[src/rtl/regfile_multiport.sv]
// regfile_multiport: architectural integer register file with NUM_RD combinational read ports,
//   one byte-strobed write port, an optional hardwired-zero entry 0, optional same-cycle
//   write-to-read bypass, and a sequenced clear engine.
// Latency: reads take 0 cycles. A write is stored at the next rising edge and is also visible
//   in the same cycle through bypass. A clear takes exactly DEPTH edges.
// Backpressure: none. A write issued while the clear engine runs is dropped. A clear request
//   issued while a clear is already running is ignored.
// Ports:
//   i_clk, i_rst                  clock and asynchronous active-low reset
//   i_wr_enable/addr/data/strb    write port; strb bit k covers data bits [8k+7:8k]
//   i_rd_addr / o_rd_data         packed read ports; port p uses slice p
//   i_clr_req / o_clr_busy        clear pulse in; clear-engine-running flag out
module regfile_multiport #(
  parameter int DATA_W   = 32,
  parameter int ADDR_W   = 5,
  parameter int NUM_RD   = 2,
  parameter int ZERO_REG = 1,
  parameter int BYPASS   = 1
) (
  input  logic                     i_clk,
  input  logic                     i_rst,
  input  logic                     i_wr_enable,
  input  logic [ADDR_W-1:0]        i_wr_addr,
  input  logic [DATA_W-1:0]        i_wr_data,
  input  logic [DATA_W/8-1:0]      i_wr_strb,
  input  logic [NUM_RD*ADDR_W-1:0] i_rd_addr,
  output logic [NUM_RD*DATA_W-1:0] o_rd_data,
  input  logic                     i_clr_req,
  output logic                     o_clr_busy
);

  localparam int                DEPTH  = 2**ADDR_W;
  localparam int                NBYTES = DATA_W/8;
  localparam logic [ADDR_W-1:0] LAST   = ADDR_W'(DEPTH-1);

  typedef enum logic {IDLE, CLEAR} state_t;

  state_t              state;
  logic [ADDR_W-1:0]   cnt;
  logic [DATA_W-1:0]   mem [DEPTH];
  logic                wr_commit;
  logic [DATA_W-1:0]   wr_merged;

  // wr_merged is the value the addressed entry will hold after the edge. It is shared by
  // the storage update and the bypass path. Writes are blocked while reset is asserted, so
  // bypass cannot leak data onto the read ports during reset.
  always_comb begin
    wr_commit = i_rst && i_wr_enable && (state == IDLE) &&
                !((ZERO_REG != 0) && (i_wr_addr == '0));
    wr_merged = mem[i_wr_addr];
    for (int k = 0; k < NBYTES; k++) begin
      if (i_wr_strb[k]) begin
        wr_merged[8*k +: 8] = i_wr_data[8*k +: 8];
      end
    end
  end

  // Clear engine. o_clr_busy is registered alongside the state, so i_clr_req has no
  // combinational path to any output.
  always_ff @(posedge i_clk or negedge i_rst) begin
    if (!i_rst) begin
      state      <= IDLE;
      cnt        <= '0;
      o_clr_busy <= 1'b0;
    end else begin
      case (state)
        IDLE: begin
          if (i_clr_req) begin
            state      <= CLEAR;
            cnt        <= '0;
            o_clr_busy <= 1'b1;
          end
        end
        CLEAR: begin
          if (cnt == LAST) begin
            state      <= IDLE;
            cnt        <= '0;
            o_clr_busy <= 1'b0;
          end else begin
            cnt <= cnt + ADDR_W'(1);
          end
        end
        default: begin
          state      <= IDLE;
          cnt        <= '0;
          o_clr_busy <= 1'b0;
        end
      endcase
    end
  end

  // Storage. A write commits only in IDLE, so it never competes with a clear step.
  always_ff @(posedge i_clk or negedge i_rst) begin
    if (!i_rst) begin
      for (int i = 0; i < DEPTH; i++) begin
        mem[i] <= '0;
      end
    end else if (state == CLEAR) begin
      mem[cnt] <= '0;
    end else if (wr_commit) begin
      mem[i_wr_addr] <= wr_merged;
    end
  end

  // Read ports. Zero-register masking takes priority over bypass.
  for (genvar p = 0; p < NUM_RD; p++) begin : g_rd
    logic [ADDR_W-1:0] addr;
    assign addr = i_rd_addr[p*ADDR_W +: ADDR_W];
    assign o_rd_data[p*DATA_W +: DATA_W] =
        ((ZERO_REG != 0) && (addr == '0))                  ? '0        :
        ((BYPASS != 0) && wr_commit && (i_wr_addr == addr)) ? wr_merged :
                                                              mem[addr];
  end

endmodule

[config.mk]
export PLATFORM = sky130hd
export DESIGN_NAME = regfile_multiport
export DESIGN_NICKNAME = d
export VERILOG_FILES = /design/src/rtl/regfile_multiport.sv
export SDC_FILE = /design/constraint.sdc
export NUM_CORES = 2
export LEC_CHECK = 0
export ABC_AREA = 1
export CORE_AREA = 3 3 489 491
export CTS_BUF_LIST = sky130_fd_sc_hd__clkbuf_8
export CTS_CLUSTER_DIAMETER = 100
export CTS_CLUSTER_SIZE = 25
export DETAILED_ROUTE_END_ITERATION = 10
export DIE_AREA = 0 0 492 494
export GPL_ROUTABILITY_DRIVEN = 0
export SYNTH_ARGS = -nofsm -noshare
export SYNTH_HDL_FRONTEND = slang
export SYNTH_SLANG_ARGS = --single-unit
[constraint.sdc]
create_clock -name i_clk -period 2.7 [get_ports i_clk]
set_input_delay 0.54 -clock i_clk [delete_from_list [all_inputs] [get_ports i_clk]]
set_output_delay 0.54 -clock i_clk [all_outputs]
set_load 0.05 [all_outputs]
# ---- Word level (Yosys, flattened, before mapping)
# Index checks and enable logic that the tools add are counted.
dict set report totals {
  out_inout_bits 65
  ff_bits 1031
  wordCells 100
}
dict set report op_classes {
  reduce_logical 13
  add_sub_neg 1
  n_mux 33
  order_cmp 6
  n_bitwise 7
  n_eq_ne 5
}
# operator n
set op_table {}
lappend op_table {{$mux W1024} 2}
lappend op_table {{$and A1024 B1024 Y1024} 1}
lappend op_table {{$bwmux W1024} 1}
lappend op_table {{$not A1024 Y1024} 1}
lappend op_table {{$bmux W32 S5} 3}
lappend op_table {{$mux W32} 12}
lappend op_table {{$demux W32 S5} 2}
lappend op_table {{$mux W8} 4}
lappend op_table {{$ge A6 B6 Y1 const B} 4}
lappend op_table {{$not A5 Y6} 4}
lappend op_table {{$logic_not A5 Y1} 3}
lappend op_table {{$lt A6 B1 Y1 const B} 2}
lappend op_table {{$eq A5 B5 Y1} 2}
lappend op_table {{$mux W5} 2}
lappend op_table {{$pmux W5 S2} 1}
lappend op_table {{$logic_and A1 B1 Y1} 7}
lappend op_table {{$add A5 B1 Y5 const B} 1}
lappend op_table {{$eq A5 B5 Y1 const B} 1}
lappend op_table {{$mux W1} 4}
lappend op_table {{$pmux W1 S2} 2}
lappend op_table {{$ne A2 B1 Y1 const B} 1}
lappend op_table {{$ne A2 B2 Y1 const B} 1}
lappend op_table {{$reduce_and A2 Y1} 1}
lappend op_table {{$reduce_bool A2 Y1} 1}
lappend op_table {{other kinds (2)} 2}

# ---- Longest topological paths before layout
dict set report logic_depth {
  depth_word 8
  depth_mapped 15
  depth_no_buf 11
}

# ---- Least setup slack after synthesis
# Ideal clock, no wire load.
dict set report synth_path {
  kind {input-to-output}
  from {in i_wr_addr[1]}
  to {out o_rd_data[15]}
  t_required_ns 2.160
  arrival_time_ns 2.709
  path_stages 13
  slack_ns -0.549
  path_cell_list {buf_4 buf_4 buf_2 clkbuf_1 nand2_1 nand2_1 nand2_1 nand2_1 inv_1 nand3_1 buf_2 nand3_1 a21oi_1}
}
dict set report synth_between {
  elab_chain_len 7
}
# item line_no
set synth_lines {}
lappend synth_lines {{from (decl)} 23} ;# input logic [ADDR_W-1:0] i_wr_addr,
lappend synth_lines {{$not A5 Y6 (not written as such)} 50} ;# wr_merged = mem[i_wr_addr];
lappend synth_lines {{$bmux W32 S5} 50}
lappend synth_lines {{$mux W32 (not written as such) (2 in a row)} 50}
lappend synth_lines {{$mux W8} 52} ;# if (i_wr_strb[k]) begin
lappend synth_lines {{$mux W32 (*)} 111} ;# ((BYPASS != 0) && wr_commit && (i_wr_addr == addr)) ? wr_merged :
lappend synth_lines {{$mux W32 (*)} 110} ;# ((ZERO_REG != 0) && (addr == '0)) ? '0 :
lappend synth_lines {{to (decl)} 27} ;# output logic [NUM_RD*DATA_W-1:0] o_rd_data,
# Every way passes the cells marked *; elsewhere a longest branch is shown, timed or not. The select of a mux whose other input is x is not followed.

# ---- Worst setup path in the final report
dict set report layout_path {
  from {reg mem[502] (netlist bit)}
  to {out o_rd_data[54]}
}
dict set report layout_between {
  elab_chain_len 6
}
# item line_no
set layout_lines {}
lappend layout_lines {{from (decl)} 40} ;# logic [DATA_W-1:0] mem [DEPTH];
lappend layout_lines {{from (signal, indexed assignment)} 101} ;# mem[i_wr_addr] <= wr_merged;
lappend layout_lines {{$bmux W32 S5} 50}
lappend layout_lines {{$mux W32 (not written as such) (2 in a row)} 50}
lappend layout_lines {{$mux W8} 52}
lappend layout_lines {{$mux W32 (*)} 111}
lappend layout_lines {{$mux W32 (*)} 110}
# Marks and branches as above.

==> qor.csv <==
metric,value,unit
status,"complete, but fails checks",
violations,"design-rule violations, negative setup slack",
io_buffers,119,
clkPwrFrac,0.087,
yosys_warnings,0,
min_from,mem[992],
rr_startpoint,state,
grt_max_degree,169,
place_area,99900,um^2
core,235000,um^2
ys_ff_latch,1031,
postLayoutCellArea,104000,um^2
grtUsageTotal,0.392,
yosysSeqAreaShare,0.305,
layout.cells.most_common,nand2_1,
cts_buffer_depth,3,
cp_max_fo,4,
grt_pass1_vias,99600,
final-hold-violation-count,0,
setup_slack,-0.653,ns
drt_first_pass_iters,11,
clockRootBuffer,clkbuf_8,
finalSetupViolCount,64,
period_needed,3.35,ns
power.switching,52.8,mW
first_iter_violations,19400,
switching_share,0.523,
maxSlewViolCount,0,
start_util,0.360,
synth_cells,14200,
worstPathRequired,2.16,ns
synthesis.area,84600,um^2
grt.met3_usage,0.128,
placementRows,178,
clkTransAtPathRegs,0.19,ns
drive_above_1_share,0.136,
seq_power_share,0.322,
routed_wl,499,mm
rsz0062_at_grt,yes,
rr_endpoint,mem[831],
setup-tns-final,-36.28,ns
fmax,0.298,GHz
pin_count,120,
hold_slack,0.506,ns
hp-class,reg -> reg,
synth-edff-count,0,
antenna_left,0,
nets,14300,
worstSetupStartpointType,flip-flop,
die_w,492,um
busiest_layer,met2,
finalCritPeriodShare,1.24,
vias,111000,
worst_pin_slew,1.19,ns
grtUsageMet2,0.535,
ir_drop,0.000557,V
final_util,0.442,
r2r_cells,5,
avgViaCountPerCell,6.37,
ys_types,32,
die_h,494,um
layout_common_cells,"nand2_1 (4102), nand3_1 (2517), nor2_1 (1228)",
p_leak,48.5,nW
ys.flop_type,dfrtp_1,
slew-limit-headroom,0.210,
critPathKind,reg -> out,
crit_arrival,2.81,ns
syn-num-nets,14200,
antenna_found_initial,15,
hold_depth,2,
wl_per_cell,28.6,um
clock_sinks,1031,
hold_end,mem[992],
hpwl,332,mm
finalClockSkew,0.0790,ns
drc,2,
maxCapViolCount,0,
r2r_slack,0.18,ns
grt_overflow,0,
powerDensity,971,nW/um^2
pre_cts_slack,-0.599,ns
avgSynthCellArea,5.97,um^2
grt_pass1_wl,712,mm
synthArstFlopShare,1.00,
end_kind,output pin,
cts_tree,built,
cts_made_buffers,54,
combPwrFrac,0.592,
grtUsageMet1,0.498,
p_int,48.2,mW
area_growth,22.9,%
cts_max_level,2,
clock_latency,0.97,ns
fp.dieArea,243000,um^2
stage by stage:
stage	power [mW]	instances
6_report	101	17400
5_1_grt	106	17400
4_1_cts	96.8	17300
3_5_place_dp	87.1	17200
3_3_place_gp	86.4	17200
2_1_floorplan	63.7	14200
cells by family (layout without fill, tap and decap cells):
family / Yosys count / after routing / synth area share
DFF: 1031 / 1031 / 0.305
other: 0 / 11 / 0
and+or+nand+nor: 8224 / 8224 / 0.409
xor gates and xnor gates: 4 / 4 / 0.000414
adders and majority gates: 5 / 5 / 0.000739
buffers and inverters: 2383 / 2464 / 0.111
AOI/OAI and AO/OA: 2532 / 2532 / 0.175
per-layer routing:
layer	routed length, um	up-vias
met4	50900	10
met2	193000	9893
met5	59	-
met3	77500	2290
met1	177000	51600
li1	-	47300
sequential cells by signal, summed over array words and instances, names as in the netlist:
name        count
mem          1024
o_clr_busy      1
state           1
cnt             5
cell type report:
cell class,count,area [um^2]
timing repair buffer,1350,16700
multi-input combinational,10800,52500
fill,24400,131000
clock buffer,58,798
tap,3150,3940
sequential,1031,25800
inverter,1030,3950
antenna,11,27.5
clock inverter,26,310
power groups by stage:
stage / combinational, mW / sequential (mW) / clock, mW
after floorplan: 33.9 / 29.8 / 0
after global placement: 53.9 / 32.5 / 0
after detailed placement: 54.5 / 32.6 / 0
after CTS: 56.0 / 32.1 / 8.67
after global routing: 63.8 / 33.5 / 9.10
final: 59.8 / 32.5 / 8.77
how the worst max path moves through the flow:
stage,startpoint,endpoint,slack [ns]
floorplan,i_wr_addr[0],o_rd_data[57],-0.03
finish,mem[502],o_rd_data[54],-0.65
global route,state,o_rd_data[54],-0.72
detailed placement,i_wr_addr[3],o_rd_data[21],-0.60
CTS,state,o_rd_data[45],-0.61
global placement,i_wr_addr[3],o_rd_data[21],-0.59
worst max-delay path, stage by stage (launching register included):
cell     delay, ns
dfrtp_1       0.45
inv_1         0.07
nand2_1       0.06
nand3_1       0.07
nand3_1       0.22
nand3_1       0.16
nand3_1       0.29
nand3_2       0.16
a21oi_4       0.17
buf_6         0.17
timing repair:
item | 4_1_cts | 5_1_grt
endpoints found under the hold margin | 84 | 0
setup endpoints to repair | 65 | 64
buffers inserted | 75 | 81
gates cloned | 1 | 4
gates resized for setup | 226 | 194
pin swaps | 58 | 54
hold buffers | 1 | 0
cells in the mapped netlist, types with 5 or more instances:
library cell | n | area (um^2)
nor3_1 | 12 | 60.1
inv_1 | 990 | 3720
nand3_1 | 2705 | 13500
a21oi_1 | 1068 | 5350
buf_2 | 286 | 1430
o211ai_1 | 320 | 2400
dfrtp_1 | 1031 | 25800
a31oi_1 | 992 | 6210
o21ai_1 | 7 | 35.0
buf_1 | 138 | 518
nand3_2 | 5 | 50.1
o21ai_0 | 123 | 616
inv_2 | 38 | 143
nand2_1 | 4188 | 15700
or2_2 | 30 | 188
o21ai_2 | 20 | 175
nor2_1 | 1245 | 4670
ha_1 | 5 | 62.6
nand4_1 | 5 | 31.3
clkbuf_1 | 914 | 3430
buf_4 | 13 | 97.6
nor3_2 | 28 | 280
(Power assumes the default switching activity.)
